$ cat src/rtl/shift2.sv
// Left-shift-by-2 for branch/jump address formation, with a
// combinational result and a registered valid-qualified copy.
module shift2 #(
   parameter int width_in  = 32,
   parameter int width_out = 32
) (
   input  logic                 clk,
   input  logic                 reset_n,
   input  logic [width_in-1:0]  in,
   input  logic                 in_valid,
   output logic [width_out-1:0] out,
   output logic                 lost,
   output logic [width_out-1:0] out_q,
   output logic                 lost_q,
   output logic                 out_valid
);

   logic [width_in-1:0] s;

   assign s = {in[width_in-3:0], 2'b00};

   // Sized cast zero-extends or truncates to the output width.
   assign out  = width_out'(s);
   assign lost = in[width_in-1] | in[width_in-2];

   always_ff @(posedge clk) begin
      if (!reset_n) begin
         out_q     <= '0;
         lost_q    <= 1'b0;
         out_valid <= 1'b0;
      end else begin
         out_valid <= in_valid;
         if (in_valid) begin
            out_q  <= out;
            lost_q <= lost;
         end
      end
   end

endmodule

$ cat config.mk
export PLATFORM = sky130hd
export DESIGN_NAME = shift2
export DESIGN_NICKNAME = d
export VERILOG_FILES = /design/src/rtl/shift2.sv
export SDC_FILE = /design/constraint.sdc
export NUM_CORES = 1
export LEC_CHECK = 0
export CAP_MARGIN = 20
export CORE_ASPECT_RATIO = 0.8
export CORE_MARGIN = 5
export CORE_UTILIZATION = 40
export DETAILED_ROUTE_END_ITERATION = 10
export DONT_BUFFER_PORTS = 1
export GPL_TIMING_DRIVEN = 0
export PLACE_DENSITY = 0.53
export SLEW_MARGIN = 30
export SYNTH_ARGS = -nofsm -noshare
export SYNTH_HDL_FRONTEND = slang
export SYNTH_SLANG_ARGS = --single-unit
$ cat constraint.sdc
create_clock -name clk -period 1.7 [get_ports clk]
set_clock_uncertainty 0.15 [all_clocks]
set_input_delay 0.34 -clock clk [delete_from_list [all_inputs] [get_ports clk]]
set_output_delay 0.34 -clock clk [all_outputs]
set_load 0.02 [all_outputs]
==> impl_metrics.toml <==
[critical_path]
reg2reg_setup_slack_ps = 790
r2r_start = "out_q[19]$_SDFFE_PN0P_"
critPathArrivalTime_ps = 740
criticalPathCategory = "flop to primary output"
r2r-end = "out_q[19]$_SDFFE_PN0P_"
path_max_fanout = 2
cp-start-kind = "flop"
cp.required_ps = 1210
endpoint_kind = "primary output"
reg2reg_depth = 2

[synthesis]
postSynthCellCount = 139
syn_area_um2 = 1490
syn_avg_cell_area_um2 = 10.7
synthTopCellsByCount = "34 x buf_4, 32 x dfxtp_1, 30 x mux2i_1, 30 x nor2b_1"
yosys-top-cells-area = "dfxtp_1 43%, mux2i_1 20%, buf_4 17%"
async_reset_ff_frac = 0
synth_top_cell_by_area = "dfxtp_1"
synth.top_cell.area_share = 0.429
ys_seq_area_frac = 0.429
ys.flop_type = "dfxtp_1"
ys_types = 13
synth_edf_count = 0
synth_warnings = 0
yosys_register_bits = 32
yosysMostFrequentCell = "buf_4"

[power_and_ir_drop]
power_density_nw_per_um2 = 1040
comb_power_share = 0.145
pwr-share-clk = 0.340
finalPower_w = 0.00171
p_int_w = 0.00125
ir_drop_mv = 0.538
switchingPower_w = 0.000463
power_frac_seq = 0.515
swShare = 0.271
leakagePower_nw = 0.766

[layout]
drive_gt1_frac = 0.293
final_util = 0.468
antenna_cells = 0
n_fill_cell = 352
nets = 184
syn2layout_area_growth_pct = 10.3

[placed_design]
dpl.hpwl_um = 2310
portBuffers = 0
place_congestion = 0.704

[hold_path]
hold-path-endpoint = "out_q[29]$_SDFFE_PN0P_"
hold_depth = 1
hp-class = "primary input to flop"
worstHoldStart = "reset_n"

[run]
drv_cap = 0

[sta]
hold_slack_ps = 43.2
period_share = 0.722
fin_crit_ps = 1230
final.setup.tns_ps = 0
slew_viol_final = 0
rsz0062_at_grt = "false"
hold_viol = 0
setup_viol = 0
fmax_mhz = 815

[route]
drt_iter0_drc = 8
drc_errors = 0
num_vias = 877
routed_wl_um = 2890
drt-wirelength-per-cell_um = 15.1
dr.pass1.iters = 2
ant_nets = 0
viasPerCell = 4.57

[grt]
grt_max_degree = 11
antenna_found_initial = 0
grt_usage = 0.110
grt-ovfl-total = 0
grt_pass1_wl_um = 4290
first_global_vias = 929

[clock_network]
cts_resized = 0
clock_sinks = 32
cts.path.max_buffers = 2
htreeDepth = 2
clkSlewWorstSetupHoldPaths_ps = 60
worstSkewPairLatency_ps = 270
cts-root-buf = "clkbuf_8"
cts_buffers = 5
holdBufCountCts = 0
cts_setup_buffers = 0
cts_tree = "done"

[floorplanning]
pin_count = 102
die_h_um = 64.7
die_w_um = 78.3
dieArea_um2 = 5060
placementRows = 19
initial_utilization = 0.425
core_region_area_um2 = 3520

[run_status]
outcome = "complete, no violations"
==> area by class of cell <==
class                      count  area [um2]  share of cell area
buffer                        41         338               0.205
inverter                       1        3.75             0.00228
sequential                    32         641               0.389
multi-input combinational     68         523               0.317
clock buffer                   8        90.1              0.0547
tap                           42        52.6              0.0319
==> through the flow <==
stage	area (um2)	cells	worst slack, ps
after floorplan	1510	142	613
after global placement	1560	184	561
after detailed placement	1560	184	524
after CTS	1650	192	454
after global routing	1650	192	432
final	1650	192	473
==> power groups by stage <==
stage | clock [W] | combinational, W | sequential, W
floorplan | 0 | 0.000230 | 0.000888
global placement | 0 | 0.000249 | 0.000898
detailed placement | 0 | 0.000253 | 0.000899
CTS | 0.000608 | 0.000253 | 0.000883
global route | 0.000642 | 0.000269 | 0.000887
finish | 0.000583 | 0.000248 | 0.000881
==> cell usage in the layout (no fill, tap or decap) <==
cell / synthesis / layout
inv_1: 1 / 1
clkbuf_1: 3 / 5
and2_1: 1 / 1
nor2b_1: 30 / 30
a21oi_1: 1 / 1
mux2i_1: 30 / 30
buf_6: 1 / 1
clkbuf_8: 0 / 6
o21ai_0: 1 / 1
buf_12: 3 / 3
dfxtp_1: 32 / 32
buf_4: 34 / 34
nor2_1: 1 / 1
conb_1: 1 / 4
==> metal layers <==
| layer | vias up | track usage | part of all wire |
|---|---|---|---|
| met5 | - | 0 | 0 |
| met4 | 0 | 0.0524 | 0.014 |
| met3 | 8 | 0.0554 | 0.13 |
| met2 | 61 | 0.175 | 0.49 |
| met1 | 385 | 0.122 | 0.37 |
| li1 | 423 | - | - |
==> worst reg2reg max path, cell delays in order, from the launching register on <==
cell,delay (ps)
dfxtp_1,460
mux2i_1,130
nor2b_1,110
==> worst max path at each step <==
stage	from	end	slack, ps	cells past startpoint
after floorplan	in_valid	out_q[10]$_SDFFE_PN0P_	610	4
after global placement	in_valid	out_q[21]$_SDFFE_PN0P_	560	4
after detailed placement	in_valid	out_q[11]$_SDFFE_PN0P_	520	4
after CTS	out_q[29]$_SDFFE_PN0P_	out_q[29]	450	0
after global routing	out_q[28]$_SDFFE_PN0P_	out_q[28]	430	0
final	out_q[19]$_SDFFE_PN0P_	out_q[19]	470	0
==> logic make-up after synthesis <==
logic type / count (synthesis) / synth area share
DFF: 32 / 0.429
buffers and inverters: 42 / 0.229
muxes: 30 / 0.201
AOI/OAI and AO/OA: 2 / 0.00669
other: 1 / 0.00251
and+or+nand+nor: 32 / 0.132
==> flip-flops by register name, summed over array words and instances, names as in the netlist <==
register   flops
out_valid      1
out_q         30
lost_q         1
(Power assumes the default switching activity.)
